===== src/rtl/fp_subtractor_seq_if.sv =====
// Operand/result handshake bundle for fp_subtractor_seq.
// master: operand producer and result consumer; slave: the subtractor.
interface fp_subtractor_seq_if;
   logic        in_valid;
   logic        in_ready;
   logic [31:0] a;
   logic [31:0] b;
   logic        out_valid;
   logic        out_ready;
   logic [31:0] result;
   logic        ovf;

   modport master (
      output in_valid, a, b, out_ready,
      input  in_ready, out_valid, result, ovf
   );

   modport slave (
      input  in_valid, a, b, out_ready,
      output in_ready, out_valid, result, ovf
   );
endinterface


===== src/rtl/fp_subtractor_seq.sv =====
// Multi-cycle IEEE-754 single-precision subtractor: result = a - b.
// Denormals flush to zero; exponent 255 inputs are unsupported.
// Optional macro FPSUB_ROUND_EN adds a ROUND state (round-to-nearest-even);
// without it the fraction is truncated.
module fp_subtractor_seq (
   input  logic                clk,
   input  logic                rst,
   fp_subtractor_seq_if.slave  bus
);

   typedef enum logic [2:0] {
      IDLE,
      ALIGN,
      ARITH,
      NORM,
`ifdef FPSUB_ROUND_EN
      ROUND,
`endif
      DONE
   } state_t;

   state_t      state_q, state_d;
   logic [31:0] a_q, a_d;
   logic [31:0] b_q, b_d;
   logic        sign_q, sign_d;
   logic        sub_q, sub_d;
   logic [7:0]  exp_q, exp_d;
   logic [26:0] ml_q, ml_d;
   logic [26:0] ms_q, ms_d;
   logic [27:0] mant_q, mant_d;
   logic [31:0] result_q, result_d;
   logic        ovf_q, ovf_d;

   logic        swap;
   logic [31:0] l_op, s_op;
   logic [26:0] l_m, s_m, s_al, lost;
   logic [7:0]  sh;
   logic [27:0] sum;
   logic [27:0] rsh_m, norm_m;
   logic [7:0]  exp_inc, norm_e;
`ifdef FPSUB_ROUND_EN
   logic        rnd_up;
   logic [24:0] rsum;
   logic [7:0]  rnd_e;
`endif

   // Magnitude compare/swap and single-step alignment of the smaller operand
   always_comb begin
      swap = b_q[30:0] > a_q[30:0];
      l_op = swap ? b_q : a_q;
      s_op = swap ? a_q : b_q;
      l_m  = {|l_op[30:23], l_op[22:0], 3'b000};
      s_m  = {|s_op[30:23], s_op[22:0], 3'b000};
      sh   = l_op[30:23] - s_op[30:23];
      lost = '0;
      s_al = '0;
      if (sh >= 8'd27) begin
         s_al = {26'd0, |s_m};
      end else begin
         lost = s_m & ~(27'h7FF_FFFF << sh);
         s_al = (s_m >> sh) | {26'd0, |lost};
      end
   end

   // Effective add/subtract plus normalization and rounding helpers
   always_comb begin
      sum     = sub_q ? ({1'b0, ml_q} - {1'b0, ms_q}) : ({1'b0, ml_q} + {1'b0, ms_q});
      rsh_m   = {1'b0, mant_q[27:2], mant_q[1] | mant_q[0]};
      exp_inc = exp_q + 8'd1;
      norm_m  = mant_q[27] ? rsh_m : mant_q;
      norm_e  = mant_q[27] ? exp_inc : exp_q;
`ifdef FPSUB_ROUND_EN
      rnd_up  = mant_q[2] & (mant_q[1] | mant_q[0] | mant_q[3]);
      rsum    = {1'b0, mant_q[26:3]} + {24'd0, rnd_up};
      rnd_e   = rsum[24] ? exp_inc : exp_q;
`endif
   end

   // Next-state and datapath register updates
   always_comb begin
      state_d  = state_q;
      a_d      = a_q;
      b_d      = b_q;
      sign_d   = sign_q;
      sub_d    = sub_q;
      exp_d    = exp_q;
      ml_d     = ml_q;
      ms_d     = ms_q;
      mant_d   = mant_q;
      result_d = result_q;
      ovf_d    = ovf_q;
      case (state_q)
         IDLE: begin
            if (bus.in_valid) begin
               a_d     = bus.a;
               b_d     = {~bus.b[31], bus.b[30:0]};
               ovf_d   = 1'b0;
               state_d = ALIGN;
            end
         end
         ALIGN: begin
            sign_d  = l_op[31];
            sub_d   = l_op[31] ^ s_op[31];
            exp_d   = l_op[30:23];
            ml_d    = l_m;
            ms_d    = s_al;
            state_d = ARITH;
         end
         ARITH: begin
            // A zero difference forces exponent 0 so NORM's flush-to-zero
            // path emits +0 on its first cycle, keeping the zero latency fixed.
            mant_d = sum;
            if (sum == '0) exp_d = 8'd0;
            state_d = NORM;
         end
         NORM: begin
            if (mant_q[27] && exp_inc == 8'hFF) begin
               result_d = {sign_q, 8'hFF, 23'd0};
               ovf_d    = 1'b1;
               state_d  = DONE;
            end else if (!mant_q[27] && !mant_q[26]) begin
               if (exp_q <= 8'd1) begin
                  result_d = '0;
                  state_d  = DONE;
               end else begin
                  mant_d = mant_q << 1;
                  exp_d  = exp_q - 8'd1;
               end
            end else begin
               mant_d = norm_m;
               exp_d  = norm_e;
`ifdef FPSUB_ROUND_EN
               state_d = ROUND;
`else
               result_d = {sign_q, norm_e, norm_m[25:3]};
               state_d  = DONE;
`endif
            end
         end
`ifdef FPSUB_ROUND_EN
         ROUND: begin
            if (rnd_e == 8'hFF) begin
               result_d = {sign_q, 8'hFF, 23'd0};
               ovf_d    = 1'b1;
            end else begin
               result_d = {sign_q, rnd_e, rsum[24] ? 23'd0 : rsum[22:0]};
            end
            state_d = DONE;
         end
`endif
         DONE: begin
            if (bus.out_ready) state_d = IDLE;
         end
         default: state_d = IDLE;
      endcase
   end

   // State and datapath registers with synchronous reset
   always_ff @(posedge clk) begin
      if (rst) begin
         state_q  <= IDLE;
         a_q      <= '0;
         b_q      <= '0;
         sign_q   <= 1'b0;
         sub_q    <= 1'b0;
         exp_q    <= '0;
         ml_q     <= '0;
         ms_q     <= '0;
         mant_q   <= '0;
         result_q <= '0;
         ovf_q    <= 1'b0;
      end else begin
         state_q  <= state_d;
         a_q      <= a_d;
         b_q      <= b_d;
         sign_q   <= sign_d;
         sub_q    <= sub_d;
         exp_q    <= exp_d;
         ml_q     <= ml_d;
         ms_q     <= ms_d;
         mant_q   <= mant_d;
         result_q <= result_d;
         ovf_q    <= ovf_d;
      end
   end

   assign bus.in_ready  = (state_q == IDLE);
   assign bus.out_valid = (state_q == DONE);
   assign bus.result    = result_q;
   assign bus.ovf       = ovf_q;

endmodule


===== src/flat_wrapper.sv =====
// flat-port wrapper written by rule: the top's interface ports become plain ports
module fp_subtractor_seq_flat 
  (clk, rst, bus_in_valid, bus_a, bus_b, bus_out_ready, bus_in_ready, bus_out_valid, bus_result, bus_ovf);
  fp_subtractor_seq_if bus_i ();
  input  logic clk;
  input  logic rst;
  input wire logic [$bits(bus_i.in_valid)-1:0] bus_in_valid;
  input wire logic [$bits(bus_i.a)-1:0] bus_a;
  input wire logic [$bits(bus_i.b)-1:0] bus_b;
  input wire logic [$bits(bus_i.out_ready)-1:0] bus_out_ready;
  output wire logic [$bits(bus_i.in_ready)-1:0] bus_in_ready;
  output wire logic [$bits(bus_i.out_valid)-1:0] bus_out_valid;
  output wire logic [$bits(bus_i.result)-1:0] bus_result;
  output wire logic [$bits(bus_i.ovf)-1:0] bus_ovf;
  assign bus_i.in_valid = bus_in_valid;
  assign bus_i.a = bus_a;
  assign bus_i.b = bus_b;
  assign bus_i.out_ready = bus_out_ready;
  assign bus_in_ready = bus_i.in_ready;
  assign bus_out_valid = bus_i.out_valid;
  assign bus_result = bus_i.result;
  assign bus_ovf = bus_i.ovf;
  fp_subtractor_seq u_core (.clk(clk), .rst(rst), .bus(bus_i));
endmodule

===== config.mk =====
export PLATFORM = sky130hd
export DESIGN_NAME = fp_subtractor_seq_flat
export DESIGN_NICKNAME = d
export VERILOG_FILES = /design/src/rtl/fp_subtractor_seq_if.sv /design/src/rtl/fp_subtractor_seq.sv /design/src/flat_wrapper.sv
export SDC_FILE = /design/constraint.sdc
export NUM_CORES = 1
export LEC_CHECK = 0
export CORE_UTILIZATION = 35
export CTS_CLUSTER_DIAMETER = 150
export DETAILED_ROUTE_END_ITERATION = 7
export DONT_BUFFER_PORTS = 1
export GPL_ROUTABILITY_DRIVEN = 0
export GPL_TIMING_DRIVEN = 1
export PLACE_DENSITY_LB_ADDON = 0.1
export RECOVER_POWER = 50
export SKIP_CTS_REPAIR_TIMING = 1
export SYNTH_ARGS = -nofsm -noshare
export SYNTH_HDL_FRONTEND = slang
export SYNTH_SLANG_ARGS = --single-unit

===== constraint.sdc =====
create_clock -name clk -period 6.8 [get_ports clk]
set_input_delay 0.34 -clock clk [delete_from_list [all_inputs] [get_ports clk]]
set_output_delay 0.34 -clock clk [all_outputs]
set_load 0.01 [all_outputs]

# After elaboration in Yosys (flattened, before gate mapping)
# Cells that the tools add are included.
# op_classes
n_mux	27
bitwise_logic	6
n_shift	2
addsub	5
n_reduce_logical	20
n_eq_ne	14
magnitude_cmp	3
# ops
cell	n
$mux 32	5
$mux 28	4
$pmux 28 s2	1
$mux 27	2
$mux 8	5
$gt 31x31->1	1
$reduce_or 31->1	1
$add 27x27->28	1
$logic_not 28->1	1
$sub 27x27->28	1
$and 27x27->27	1
$not 27->27	1
$or 27x1->27	1
$reduce_or 27->1	1
$shl 27x8->27 const A	1
$shr 27x8->27	1
$pmux 8 s3	1
$reduce_or 8->1	2
$mux 3	5
$pmux 3 s5	1
$reduce_and 3->1	3
$add 8x1->8 const B	1
$eq 8x8->1 const B	1
$ge 8x5->1 const B	1
24 further kinds	34
# totals
out_inout_bits	35
in_bits	68
ff_bits	189

# Logic depth before layout (Yosys ltp)
# depth
depth_word	9
mapped_depth	27
ltp_nobuf	20

# Worst setup path after synthesis
# OpenSTA, ideal clock, no wires.
# synth_path
path_kind	reg-to-reg
from	register u_core.a_q[27]
to	register u_core.ms_q[0]
setup_slack_ps	1839
path_stages_with_launch	27
arrival_time_ps	4837
path_cell_list	dfxtp_1 inv_1 ha_1 buf_4 nand4_2 nor3_2 nand2_1 a311oi_2 a21o_4 buf_12 buf_12 buf_12 buf_4 buf_2 mux2i_1 ha_1 nand2_1 nand2_1 a21o_1 a221oi_1 mux2i_1 xor2_1 nor3_2 a32oi_1 a2111o_1 nor3_1 a31oi_1
# synth_between
elab_chain_len	9
word_cells_on_any_way	14
classes_between	1 x add/sub; 2 x order compare; 2 x shift; 3 x mux; 3 x bitwise; 3 x reduce/logical
# synth_lines
item	line_no	text
start: declaration	fp_subtractor_seq.sv:23	logic [31:0] a_q, a_d;
start signal: assignment	fp_subtractor_seq.sv:162	a_q <= '0;
start signal: assignment	fp_subtractor_seq.sv:174	a_q <= a_d;
$gt 31x31->1	fp_subtractor_seq.sv:49	swap = b_q[30:0] > a_q[30:0];
$mux 32 (on tied branches)	fp_subtractor_seq.sv:50, fp_subtractor_seq.sv:51	
$sub 8x8->8	fp_subtractor_seq.sv:54	sh = l_op[30:23] - s_op[30:23];
$shl 27x8->27	fp_subtractor_seq.sv:60	lost = s_m & ~(27'h7FF_FFFF << sh);
$not 27->27	fp_subtractor_seq.sv:60	
$and 27x27->27	fp_subtractor_seq.sv:60	
$reduce_or 27->1	fp_subtractor_seq.sv:61	s_al = (s_m >> sh) | {26'd0, |lost};
$or 27x1->27	fp_subtractor_seq.sv:61	
$mux 27 (*)	fp_subtractor_seq.sv:57	if (sh >= 8'd27) begin
end signal: assignment	fp_subtractor_seq.sv:180	ms_q <= ms_d;
end: declaration	fp_subtractor_seq.sv:29	logic [26:0] ms_q, ms_d;
# Mark *: on every way between the ends. The rest lies on a longest branch, timed or not.
# A chain may end at the register's enable or synchronous reset.

# Final worst setup path
# layout_path
from	register u_core.a_q[23]
to	register u_core.ms_q[0]
# Same word-level chain as after synthesis.

==> reports/qor.json <==
{
  "design.portCount": {"value": 103},
  "synth-xor-area-share": {"value": 2.53, "unit": "%"},
  "post_route_cells_drive_above_1_share": {"value": 6.23, "unit": "%"},
  "worstSetupEndpointType": {"value": "flop"},
  "power.switching_fraction": {"value": 43.4, "unit": "%"},
  "tightestPinTransition": {"value": 2560, "unit": "ps"},
  "die_width": {"value": 203, "unit": "µm"},
  "crit_required": {"value": 7170, "unit": "ps"},
  "flow.area_growth_from_synthesis": {"value": 8.86, "unit": "%"},
  "finalWorstSetupSlack": {"value": 1110, "unit": "ps"},
  "internal_portion_of_total_power": {"value": 0.00241, "unit": "W"},
  "instances_no_fill": {"value": 2324},
  "grt_usage": {"value": 22.8, "unit": "%"},
  "routed_via_density": {"value": 5.72},
  "first_iter_violations": {"value": 987},
  "crit_path_top_delay_cell": {"value": "clkbuf_1"},
  "grt_pass1_vias": {"value": 12343},
  "initial_core_util": {"value": 35.5, "unit": "%"},
  "max_slew_margin": {"value": -70.7, "unit": "%"},
  "tritoncts": {"value": "done"},
  "antenna_found_initial": {"value": 0},
  "post_synth_fa_ha_maj_area_fraction": {"value": 7.75, "unit": "%"},
  "worst_path_dominant_cell_family": {"value": "buffers and inverters"},
  "fin_skew": {"value": 18.8, "unit": "ps"},
  "pre_cts_worst_setup_slack": {"value": 1720, "unit": "ps"},
  "crit_chain": {"value": "inv_1 -> ha_1 -> buf_4 -> nand2_1 -> nor3_1 -> nand3_2 -> a21oi_4 -> clkbuf_1 -> a21oi_1 -> o41ai_1 -> o21ai_0 -> a2111o_1 -> nor3_1 -> a31oi_1"},
  "place.detailed.instances": {"value": 2251},
  "criticalPathCategory": {"value": "flop to flop"},
  "grt_overflow_total": {"value": 0},
  "hp-start": {"value": "bus_b[9]"},
  "timing_max_transition_violations_final": {"value": 173},
  "antenna_left": {"value": 0},
  "total_length_of_routed_wires": {"value": 47500, "unit": "µm"},
  "port_buffers": {"value": 0},
  "synth-seq-area-share": {"value": 26.7, "unit": "%"},
  "synth-simple-area-share": {"value": 20.9, "unit": "%"},
  "postSynth.topFlopCell": {"value": "dfxtp_1"},
  "run_status": {"value": "finished, violations left"},
  "violations": {"value": "negative hold slack, max-capacitance violations, max-slew violations"},
  "r2r_cells": {"value": 14},
  "ys_ff_latch": {"value": 189},
  "finalCriticalPeriod": {"value": 5690, "unit": "ps"},
  "cts_inserted_buffers": {"value": 17},
  "fmax": {"value": 0.176, "unit": "GHz"},
  "leakagePower": {"value": 5.70, "unit": "nW"},
  "synth.lib_cells_used.distinct": {"value": 92},
  "synth.avg_cell_area": {"value": 7.70, "unit": "µm²"},
  "chip_height": {"value": 203, "unit": "µm"},
  "yosys-mux-area-fraction": {"value": 9.96, "unit": "%"},
  "final-setup-viol-count": {"value": 0},
  "grt_start_max_net_pins": {"value": 188},
  "launch_instance_of_the_worst_register_to_register_path": {"value": "u_core.a_q[23]"},
  "die_area": {"value": 41200, "unit": "µm²"},
  "clock_path_buffers": {"value": 2},
  "layout.core_utilization": {"value": 38.7, "unit": "%"},
  "ys.warnings.count": {"value": 0},
  "finish.net_count": {"value": 1942},
  "insertedDiodeCount": {"value": 0},
  "syn-cell-area": {"value": 14100, "unit": "µm²"},
  "cp_max_fo": {"value": 42},
  "critPathLaunchType": {"value": "flop"},
  "ys_async_sr_fraction": {"value": 0, "unit": "%"},
  "fin_worst_hold_slack": {"value": -6.53, "unit": "ps"},
  "seqPwrFrac": {"value": 30.4, "unit": "%"},
  "class_of_the_worst_hold_path": {"value": "primary input to flop"},
  "rr_endpoint": {"value": "u_core.ms_q[0]"},
  "tns": {"value": 0, "unit": "ps"},
  "grt_setup_unrepaired": {"value": "false"},
  "critPathBufInv": {"value": 3},
  "cts_root_buf": {"value": "clkbuf_16"},
  "synth_edf_count": {"value": 0},
  "clock_insertion_delay_worst_skew": {"value": 490, "unit": "ps"},
  "via_count": {"value": 13283},
  "synthTopCellsByArea": {"value": "dfxtp_1 (27%), ha_1 (7.6%), mux2i_1 (6.9%)"},
  "synth.top_cell.area_share": {"value": 26.7, "unit": "%"},
  "cp_common_cell": {"value": "nor3_1"},
  "critPathMaxStageDelay": {"value": 1790, "unit": "ps"},
  "powerDensity": {"value": 276, "unit": "nW/µm²"},
  "switching_component_of_the_power": {"value": 0.00185, "unit": "W"},
  "grt_pass1_wl": {"value": 72900, "unit": "µm"},
  "hpwl": {"value": 34900, "unit": "µm"},
  "drtPass1Iterations": {"value": 7},
  "hold_viol": {"value": 4},
  "post_route_drc": {"value": 0},
  "design.core.area": {"value": 39800, "unit": "µm²"},
  "hold_path_end": {"value": "u_core.b_q[9]"},
  "min_period_over_period": {"value": 83.7, "unit": "%"},
  "placementRows": {"value": 73},
  "timing.critical_path.arrival": {"value": 6070, "unit": "ps"},
  "cts.reportedPaths.clkPinSlew": {"value": 80, "unit": "ps"},
  "min_path_cells": {"value": 2},
  "power.share.combinational": {"value": 46.4, "unit": "%"},
  "max-vdd-ir-drop": {"value": 0.200, "unit": "mV"},
  "synthCells": {"value": 1837},
  "synth_fp_nets": {"value": 1992},
  "clock_power_share": {"value": 23.2, "unit": "%"},
  "share_of_the_synthesized_area_in_compound_gates_ao_oa_aoi_oai": {"value": 25.7, "unit": "%"},
  "maxCapViolCount": {"value": 4},
  "cts-htree-levels": {"value": 4},
  "largest_family_of_logic_cells_by_synthesized_area": {"value": "compound AO/OA/AOI/OAI gates"},
  "cts_num_sinks": {"value": 189},
  "yosysTopAreaCell": {"value": "dfxtp_1"},
  "regToRegSetupSlack": {"value": 1110, "unit": "ps"},
  "detail_route.wl_per_cell": {"value": 20.4, "unit": "µm"}
}
[worst max path at each step]
stage	from	to	slack [ps]	depth (start not counted)
2_1_floorplan	u_core.a_q[27]	u_core.ms_q[0]	1840	26
3_3_place_gp	u_core.a_q[12]	u_core.ms_q[1]	1780	19
3_5_place_dp	u_core.a_q[23]	u_core.ms_q[3]	1720	21
4_1_cts	u_core.a_q[23]	u_core.ms_q[3]	1740	21
5_1_grt	u_core.a_q[23]	u_core.ms_q[0]	670	14
6_report	u_core.a_q[23]	u_core.ms_q[0]	1110	14
[metrics by stage]
stage          area, µm²  power, W  hold WS (ps)
2_1_floorplan      14100   0.00276           436
3_3_place_gp       14400   0.00322           423
3_5_place_dp       14400   0.00322           426
4_1_cts            15000   0.00422          -111
5_1_grt            15400   0.00451         -6.21
6_report           15400   0.00426         -6.53
[final cells by class]
type / instances / area [µm²]
Multi-Input combinational cell: 1425 / 9470
Clock buffer: 21 / 470
Timing Repair Buffer: 62 / 594
Sequential cell: 189 / 3780
Fill cell: 4293 / 24400
Clock inverter: 10 / 86.3
Inverter: 92 / 345
Tap cell: 525 / 657
[registers in the layout, summed over array words and instances (netlist names)]
register           cells
u_core.mant_q         28
u_core.ml_q           24
u_core.state_q         3
u_core.bus.ovf         1
u_core.sign_q          1
u_core.exp_q           8
u_core.b_q            32
u_core.sub_q           1
u_core.a_q            32
u_core.bus.result     32
u_core.ms_q           27
[power by group through the flow]
stage                     registers (W)  logic [W]  clock network [W]
after floorplan                 0.00126    0.00150                  0
after global placement          0.00132    0.00191                  0
after detailed placement        0.00132    0.00190                  0
after CTS                       0.00129    0.00191            0.00102
after global routing            0.00131    0.00214            0.00106
final                           0.00129    0.00197           0.000989
[cell usage after synthesis (all sizes together) (4+ instances only)]
| master | count |
|---|---|
| nand3 | 56 |
| mux2i | 103 |
| inv | 91 |
| nand2 | 233 |
| a22oi | 16 |
| a211oi | 92 |
| a2111oi | 4 |
| a311oi | 7 |
| nand4 | 17 |
| o21ai | 77 |
| a32oi | 4 |
| nand4b | 4 |
| o211ai | 10 |
| clkbuf | 96 |
| nand2b | 22 |
| and2 | 12 |
| a22o | 29 |
| nor3 | 49 |
| a31oi | 11 |
| or2 | 7 |
| or3 | 5 |
| and3 | 7 |
| nor2 | 162 |
| nor4b | 4 |
| xnor2 | 27 |
| o21a | 9 |
| o21bai | 6 |
| dfxtp | 189 |
| a21o | 17 |
| nor4 | 22 |
| o31ai | 16 |
| a221oi | 12 |
| o41ai | 5 |
| mux4 | 12 |
| ha | 86 |
| o22ai | 15 |
| xor2 | 13 |
| nor2b | 16 |
| a21oi | 183 |
| buf | 35 |
| mux2 | 6 |
[worst register-to-register path, cell delays in order (launching register included)]
cell      delay (ps)
dfxtp_1          390
inv_1             70
ha_1             270
buf_4            420
nand2_1          140
nor3_1           320
nand3_2          200
a21oi_4          190
clkbuf_1        1790
a21oi_1          390
o41ai_1          490
o21ai_0          180
a2111o_1         420
nor3_1           210
a31oi_1          110
[routing by layer]
metal / vias up / GRT usage [%] / routed length, µm
met2: 316 / 35.5 / 21600
met3: 78 / 3.52 / 1790
met1: 6313 / 31.5 / 22700
met4: 0 / 8.73 / 1350
li1: 6576 / - / -
met5: - / 0 / 0
[logic make-up (layout without fill, tap and decap cells)]
kind of cell               Yosys count  after routing
adders and majority gates           87             87
AOI/OAI and AO/OA                  547            547
xor gates and xnor gates            40             40
and+or+nand+nor                    630            630
muxes                              121            121
DFF                                189            189
buffers and inverters              223            185
[cells in the final DEF (no fill, tap or decap), types with 29 or more instances in the layout]
| master | n |
|---|---|
| a21oi_1 | 182 |
| inv_1 | 88 |
| nand3_1 | 55 |
| o21ai_0 | 73 |
| a211oi_1 | 87 |
| dfxtp_1 | 189 |
| dlygate4sd3_1 | 40 |
| a22o_1 | 29 |
| nand2_1 | 232 |
| mux2i_1 | 98 |
| ha_1 | 86 |
| nor2_1 | 157 |
| nor3_1 | 46 |
(Power assumes the default switching activity.)
